File: src/rtl/vga_fb_arbiter.sv
// Single-port frame-buffer arbiter: fixed-slot VGA scan-out reads (one per 4x4 block column)
// interleaved with a one-entry buffered host write port.
module vga_fb_arbiter #(
  parameter int unsigned H_ACT_START = 144,
  parameter int unsigned H_ACT_END   = 783,
  parameter int unsigned V_ACT_START = 35,
  parameter int unsigned V_ACT_END   = 514,
  parameter int unsigned FB_W        = 160,
  parameter int unsigned FB_H        = 120,
  parameter int unsigned ADDR_W      = 15,
  parameter int unsigned PIX_W       = 12
) (
  input  logic              clk_25M,
  input  logic              rst_n,
  input  logic [15:0]       h_count,
  input  logic [15:0]       v_count,
  input  logic              host_valid,
  output logic              host_ready,
  input  logic [ADDR_W-1:0] host_addr,
  input  logic [PIX_W-1:0]  host_data,
  output logic              mem_en,
  output logic              mem_we,
  output logic [ADDR_W-1:0] mem_addr,
  output logic [PIX_W-1:0]  mem_wdata,
  input  logic [PIX_W-1:0]  mem_rdata,
  output logic [PIX_W-1:0]  pix_out,
  output logic              pix_valid,
  output logic              frame_start,
  output logic              addr_err
);

  localparam logic [15:0] H_START    = 16'(H_ACT_START);
  localparam logic [15:0] H_END      = 16'(H_ACT_END);
  localparam logic [15:0] V_START    = 16'(V_ACT_START);
  localparam logic [15:0] V_END      = 16'(V_ACT_END);
  localparam logic [15:0] SLOT_FIRST = 16'(H_ACT_START - 2);
  localparam logic [15:0] SLOT_LAST  = 16'(H_ACT_START - 2 + 4 * (FB_W - 1));
  localparam logic [1:0]  V_PHASE    = 2'(V_ACT_START);
  localparam logic [ADDR_W-1:0] FB_W_A  = ADDR_W'(FB_W);
  localparam logic [ADDR_W-1:0] FB_SIZE = ADDR_W'(FB_W * FB_H);
  localparam int unsigned COL_W = $clog2(FB_W);
  localparam logic [COL_W-1:0] LAST_COL = COL_W'(FB_W - 1);

  typedef enum logic [1:0] {S_BLANK, S_FETCH, S_LINE_END} state_t;

  state_t              state_q, state_d;
  logic [COL_W-1:0]    col_q, col_d;
  logic [ADDR_W-1:0]   row_base_q, row_base_d;
  logic                buf_full_q, buf_full_d;
  logic [ADDR_W-1:0]   buf_addr_q, buf_addr_d;
  logic [PIX_W-1:0]    buf_data_q, buf_data_d;
  logic                rd_pend_q, rd_pend_d;
  logic [PIX_W-1:0]    pix_q, pix_d;
  logic                frame_q, frame_d;
  logic                err_q, err_d;

  logic                vact, hact, slot, drain_now, accept, addr_ok;
  logic [15:0]         h_off;
  logic [1:0]          v_phase;
  logic [ADDR_W-1:0]   slot_addr;

  // Display slots are decoded from the counters alone, so reads resume mid-line after reset.
  assign vact      = (v_count >= V_START) && (v_count <= V_END);
  assign hact      = (h_count >= H_START) && (h_count <= H_END);
  assign h_off     = h_count - SLOT_FIRST;
  assign slot      = vact && (h_count >= SLOT_FIRST) && (h_count <= SLOT_LAST) && (h_off[1:0] == 2'd0);
  assign slot_addr = row_base_q + ADDR_W'(h_off >> 2);
  assign v_phase   = v_count[1:0] - V_PHASE;

  assign addr_ok    = host_addr < FB_SIZE;
  assign drain_now  = rst_n && buf_full_q && !slot;
  assign host_ready = rst_n && (!buf_full_q || drain_now);
  assign accept     = host_valid && host_ready;

  assign mem_en    = rst_n && (slot || drain_now);
  assign mem_we    = drain_now;
  assign mem_addr  = drain_now ? buf_addr_q : slot_addr;
  assign mem_wdata = buf_data_q;

  assign pix_valid   = rst_n && hact && vact;
  assign pix_out     = pix_valid ? pix_q : '0;
  assign frame_start = rst_n && frame_q;
  assign addr_err    = rst_n && err_q;

  always_comb begin
    state_d    = state_q;
    col_d      = col_q;
    row_base_d = row_base_q;
    case (state_q)
      S_BLANK: begin
        col_d = '0;
        if (vact && (h_count == SLOT_FIRST)) begin
          state_d = S_FETCH;
          col_d   = COL_W'(1);
        end
      end
      S_FETCH: begin
        if (!vact) begin
          state_d = S_BLANK;
        end else if (slot) begin
          if (col_q == LAST_COL) state_d = S_LINE_END;
          else                   col_d   = col_q + COL_W'(1);
        end
      end
      S_LINE_END: begin
        state_d = S_BLANK;
        col_d   = '0;
        // Each stored row covers four display lines.
        if (v_phase == 2'd3) row_base_d = row_base_q + FB_W_A;
      end
      default: begin
        state_d = S_BLANK;
        col_d   = '0;
      end
    endcase
    if (!vact) row_base_d = '0;
  end

  always_comb begin
    buf_full_d = buf_full_q;
    buf_addr_d = buf_addr_q;
    buf_data_d = buf_data_q;
    if (drain_now) buf_full_d = 1'b0;
    // A same-cycle accept refills the slot being drained.
    if (accept && addr_ok) begin
      buf_full_d = 1'b1;
      buf_addr_d = host_addr;
      buf_data_d = host_data;
    end
    err_d     = err_q || (accept && !addr_ok);
    rd_pend_d = slot;
    pix_d     = rd_pend_q ? mem_rdata : pix_q;
    frame_d   = (h_count == 16'd0) && (v_count == 16'd0);
  end

  always_ff @(posedge clk_25M) begin
    if (!rst_n) begin
      state_q    <= S_BLANK;
      col_q      <= '0;
      row_base_q <= '0;
      buf_full_q <= 1'b0;
      buf_addr_q <= '0;
      buf_data_q <= '0;
      rd_pend_q  <= 1'b0;
      pix_q      <= '0;
      frame_q    <= 1'b0;
      err_q      <= 1'b0;
    end else begin
      state_q    <= state_d;
      col_q      <= col_d;
      row_base_q <= row_base_d;
      buf_full_q <= buf_full_d;
      buf_addr_q <= buf_addr_d;
      buf_data_q <= buf_data_d;
      rd_pend_q  <= rd_pend_d;
      pix_q      <= pix_d;
      frame_q    <= frame_d;
      err_q      <= err_d;
    end
  end

endmodule

File: config.mk
export PLATFORM = sky130hd
export DESIGN_NAME = vga_fb_arbiter
export DESIGN_NICKNAME = d
export VERILOG_FILES = /design/src/rtl/vga_fb_arbiter.sv
export SDC_FILE = /design/constraint.sdc
export NUM_CORES = 1
export LEC_CHECK = 0
export CORE_MARGIN = 8
export CORE_UTILIZATION = 30
export CTS_BUF_LIST = sky130_fd_sc_hd__clkbuf_8
export CTS_CLUSTER_DIAMETER = 80
export CTS_CLUSTER_SIZE = 8
export DETAILED_ROUTE_END_ITERATION = 10
export DONT_BUFFER_PORTS = 1
export GPL_ROUTABILITY_DRIVEN = 0
export GPL_TIMING_DRIVEN = 0
export PLACE_DENSITY = 0.51
export SETUP_SLACK_MARGIN = 0.3
export SYNTH_ARGS = -nofsm -noshare
export SYNTH_HDL_FRONTEND = slang
export SYNTH_SLANG_ARGS = --single-unit
File: constraint.sdc
create_clock -name clk_25M -period 8.2 [get_ports clk_25M]
set_input_delay 1.23 -clock clk_25M [delete_from_list [all_inputs] [get_ports clk_25M]]
set_output_delay 1.23 -clock clk_25M [all_outputs]
set_load 0.01 [all_outputs]
==> reports/metrics.yaml <==
status: "completed"
flow.area_growth_from_synthesis_pct: 12.1
max-clock-path-buffers: 2
synth.ff_latch_count: 63
synth-async-reset-ratio_pct: 0
synth_top_area_share_pct: 33.2
post_synthesis_sequential_area_ratio_pct: 33.2
critPathKind: "in -> out"
post-route-drc-count: 0
diodes: 0
avgRoutedWirePerCell_um: 17.3
post_synthesis_share_of_cell_area_spent_on_full_adders_half_adders_and_majority_gates_pct: 4.81
die_x_um: 129
starting_density_of_the_core_pct: 30.4
clock_tree.htree_level_count: 3
fin_setup_tns_ns: 0
power.static_leakage_nw: 1.55
yosys.area_share.simple_pct: 26.4
port-buffer-count: 0
cts_inserted_buffers: 9
synth_edf_count: 0
drv.max_cap_violation_count: 0
synth_top_cell_by_area: "sky130_fd_sc_hd__dfxtp_1"
die_area_sq_mm: 0.0165
clkLatencyLatePin_ns: 0.35
start_kind: "primary input"
grt_util_met3_pct: 5.88
max_slew_headroom_pct: 22.8
yosys_warnings: 0
hold_path_class: "reg -> reg"
crit_path_max_delay_cell_type: "sky130_fd_sc_hd__a2111oi_0"
reg2reg_depth: 6
globalRouteMet2Util_pct: 20.8
rsz_0062_raised_after_global_routing: "no"
num_io_pins: 119
detailedRoute.firstPassIterationCount: 4
grt_start_max_net_pins: 12
synth_nets: 534
std_cell_rows: 41
core_area_sq_mm: 0.0125
final_stage_net_count: 545
cts.reportedPaths.clkPinSlew_ns: 0.07
dp_cells: 618
cp_data_arrival_time_ns: 4.24
r2r_setup_slack_ns: 5.89
met1_usage_in_global_routing_pct: 15.7
synthesis.area_per_instance_sq_um: 8.52
cp_cell_sequence: "or3_1 -> o41ai_1 -> nand4b_1 -> a2111oi_0 -> clkbuf_1 -> and2_1"
worstReg2RegStart: "col_q[0]"
synth_top_cells_by_area: "sky130_fd_sc_hd__dfxtp_1 (33%), sky130_fd_sc_hd__mux2i_1 (11%), sky130_fd_sc_hd__nand2_1 (7.3%), sky130_fd_sc_hd__ha_1 (4.3%), sky130_fd_sc_hd__mux2_2 (3.3%)"
die-height_um: 129
detailedRoute.firstIterationViolations: 104
ctsResizeCount: 0
synth_compound_area_share_pct: 11.8
grt_antenna_before_repair: 0
vias_per_cell: 4.96
synth_cell_types: 58
hp-start: "buf_addr_q[3]"
maxSlewViolCount: 0
grt_first_pass_wirelength_um: 16900
hold-worst-slack_ns: 0.457
design_power_total_w: 0.000730
synth_area_sq_mm: 0.00380
cts_tree: "done"
setup.worst_path.end_class: "primary output"
worst_slew_pin_slew_ns: 1.13
timing.critical_path.max_delay_family: "compound AO/OA/AOI/OAI gates"
final_antenna_net_count: 0
reg2reg_to: "col_q[3]"
dr_total_vias: 3146
post_route_cells_drive_above_1_share_pct: 9.31
dp_hpwl_um: 8910
postSynthCellCount: 446
required_ns: 6.97
grt_max_usage_layer: "met2"
whs_endpoint: "buf_addr_q[3]"
cts_root_buf: "sky130_fd_sc_hd__clkbuf_8"
ys.flop_type: "sky130_fd_sc_hd__dfxtp_1"
cts_hold_repair.buffers: 0
post_synth_xor_area_fraction_pct: 5.76
overall_routing_resource_usage_pct: 13.3
min_period_over_period_pct: 66.8
final.min_clock_period_ns: 5.47
post_cts.repair.setup_buffers: 0
crit_path_max_fanout: 10
dominant_combinational_cell_family_by_area_after_synthesis: "simple AND/OR/NAND/NOR gates"
timing.clock.skew_ns: 0.00487
routed_wl_um: 11000
critical_path.max_stage_delay_ns: 0.95
synth.area.mux_share_pct: 14.3
setup_violations: 0
powerDensity_mw_per_mm2: 171
worstPathBufferInverterCount: 1
globalRouteOverflowTotal: 0
grt_pass1_vias: 3176
timing.hold.worst_path_depth: 2
worst_ir_drop_vdd_uv: 79.5
final_report_hold_violation_count: 0
cts_num_sinks: 63
achievable-frequency_ghz: 0.183
finalNonFillerCells: 634
-- kinds of logic (layout without fill, tap and decap cells) --
| logic type | after synthesis | count (layout) |
|---|---|---|
| adder cells (fa/ha/maj) | 14 | 14 |
| multiplexers | 53 | 53 |
| AND/OR/NAND/NOR | 199 | 199 |
| flip-flops | 63 | 63 |
| XOR/XNOR | 25 | 25 |
| buffers and inverters | 32 | 48 |
| AO/OA/AOI/OAI | 60 | 60 |
-- how the worst max path moves through the flow --
| stage | cells after the start | slack (ns) | end | from |
|---|---|---|---|---|
| 2_1_floorplan | 11 | 3.39 | mem_addr[13] | h_count[3] |
| 6_report | 6 | 2.73 | pix_out[10] | v_count[4] |
| 3_5_place_dp | 6 | 2.67 | pix_out[10] | v_count[4] |
| 3_3_place_gp | 6 | 2.79 | pix_out[9] | v_count[4] |
| 5_1_grt | 6 | 2.28 | pix_out[9] | v_count[4] |
| 4_1_cts | 6 | 2.66 | pix_out[10] | v_count[4] |
-- sequential cells by signal (all words and copies together) (netlist names) --
register / flops
err_q: 1
state_q: 2
pix_q: 12
buf_full_q: 1
rd_pend_q: 1
row_base_q: 10
mem_wdata: 12
buf_addr_q: 15
col_q: 8
frame_q: 1
-- cells in the mapped netlist, types with 2 or more instances --
| library cell | instances |
|---|---|
| sky130_fd_sc_hd__nor2b_1 | 18 |
| sky130_fd_sc_hd__xnor2_1 | 13 |
| sky130_fd_sc_hd__clkbuf_1 | 15 |
| sky130_fd_sc_hd__mux2i_1 | 42 |
| sky130_fd_sc_hd__nor4b_1 | 2 |
| sky130_fd_sc_hd__o21a_1 | 9 |
| sky130_fd_sc_hd__o31ai_1 | 4 |
| sky130_fd_sc_hd__o211ai_1 | 3 |
| sky130_fd_sc_hd__a31oi_1 | 4 |
| sky130_fd_sc_hd__o31a_1 | 2 |
| sky130_fd_sc_hd__buf_2 | 2 |
| sky130_fd_sc_hd__a21oi_1 | 9 |
| sky130_fd_sc_hd__or4_1 | 5 |
| sky130_fd_sc_hd__a211oi_1 | 2 |
| sky130_fd_sc_hd__dfxtp_1 | 63 |
| sky130_fd_sc_hd__and2_1 | 17 |
| sky130_fd_sc_hd__nand2_1 | 74 |
| sky130_fd_sc_hd__and3_1 | 5 |
| sky130_fd_sc_hd__nand4_1 | 7 |
| sky130_fd_sc_hd__o21ai_0 | 6 |
| sky130_fd_sc_hd__or3_1 | 3 |
| sky130_fd_sc_hd__a21o_1 | 4 |
| sky130_fd_sc_hd__nand4b_1 | 2 |
| sky130_fd_sc_hd__buf_6 | 2 |
| sky130_fd_sc_hd__a41oi_1 | 2 |
| sky130_fd_sc_hd__inv_1 | 10 |
| sky130_fd_sc_hd__mux2_2 | 11 |
| sky130_fd_sc_hd__a2111oi_0 | 2 |
| sky130_fd_sc_hd__nand2b_1 | 4 |
| sky130_fd_sc_hd__xor2_1 | 12 |
| sky130_fd_sc_hd__nand3_1 | 11 |
| sky130_fd_sc_hd__nor4_1 | 4 |
| sky130_fd_sc_hd__nor2_1 | 25 |
| sky130_fd_sc_hd__a21boi_0 | 2 |
| sky130_fd_sc_hd__ha_1 | 13 |
| sky130_fd_sc_hd__a41o_1 | 2 |
| sky130_fd_sc_hd__nor3_1 | 13 |
| sky130_fd_sc_hd__o221a_2 | 2 |
-- report_power, final --
group          total (W)  switching (W)  internal, W
logic          0.0000709      0.0000411    0.0000298
clock network   0.000338       0.000129     0.000209
registers       0.000321     0.00000669     0.000314
-- worst register-to-register path: cells and delay by family (launching register included) --
kind,cells,cell delay (ns)
AO/OA/AOI/OAI,1,0.15
adder cells (fa/ha/maj),1,0.32
AND/OR/NAND/NOR,3,1.23
buffers and inverters,1,0.16
flip-flops,1,0.37
-- metal layers --
layer	routed length [um]	up-vias
met4	134	0
met1	4570	1419
met3	1470	10
li1	-	1593
met5	0	-
met2	4790	124
-- layout make-up --
cell class | count | area (sq um)
buffer | 22 | 105
tap | 172 | 215
clock inverter | 6 | 108
fill | 1347 | 8260
sequential | 63 | 1260
inverter | 10 | 37.5
clock buffer | 10 | 138
multi-input combinational | 351 | 2400
-- cell usage in the layout (no fill, tap or decap), types with 3 or more instances in the layout --
cell type and count:
sky130_fd_sc_hd__o31ai_1 4, sky130_fd_sc_hd__and3_1 5, sky130_fd_sc_hd__clkbuf_1 15, sky130_fd_sc_hd__nand3_1 11
sky130_fd_sc_hd__nor4_1 4, sky130_fd_sc_hd__xnor2_1 13, sky130_fd_sc_hd__xor2_1 12, sky130_fd_sc_hd__or3_1 3
sky130_fd_sc_hd__a21oi_1 9, sky130_fd_sc_hd__nor3_1 13, sky130_fd_sc_hd__clkbuf_8 10, sky130_fd_sc_hd__o21ai_0 6
sky130_fd_sc_hd__o21a_1 9, sky130_fd_sc_hd__mux2i_1 42, sky130_fd_sc_hd__mux2_2 11, sky130_fd_sc_hd__nand2_1 74
sky130_fd_sc_hd__nor2_1 25, sky130_fd_sc_hd__ha_1 13, sky130_fd_sc_hd__a21o_1 4, sky130_fd_sc_hd__inv_1 10
sky130_fd_sc_hd__nand2b_1 4, sky130_fd_sc_hd__o211ai_1 3, sky130_fd_sc_hd__or4_1 5, sky130_fd_sc_hd__nand4_1 7
sky130_fd_sc_hd__bufinv_16 3, sky130_fd_sc_hd__nor2b_1 18, sky130_fd_sc_hd__and2_1 17, sky130_fd_sc_hd__dfxtp_1 63
sky130_fd_sc_hd__a31oi_1 4
-- through the flow --
stage / cell area [sq um] / setup WS [ns] / util [%]
after floorplan: 3800 / 3.39 / -
after global placement: 4020 / 2.79 / 32.1
after detailed placement: 4020 / 2.67 / 32.1
after CTS: 4260 / 2.66 / 34.0
after global routing: 4260 / 2.28 / 34.0
final: 4260 / 2.73 / 34.0
No activity file was read; power rests on OpenSTA's default activity.
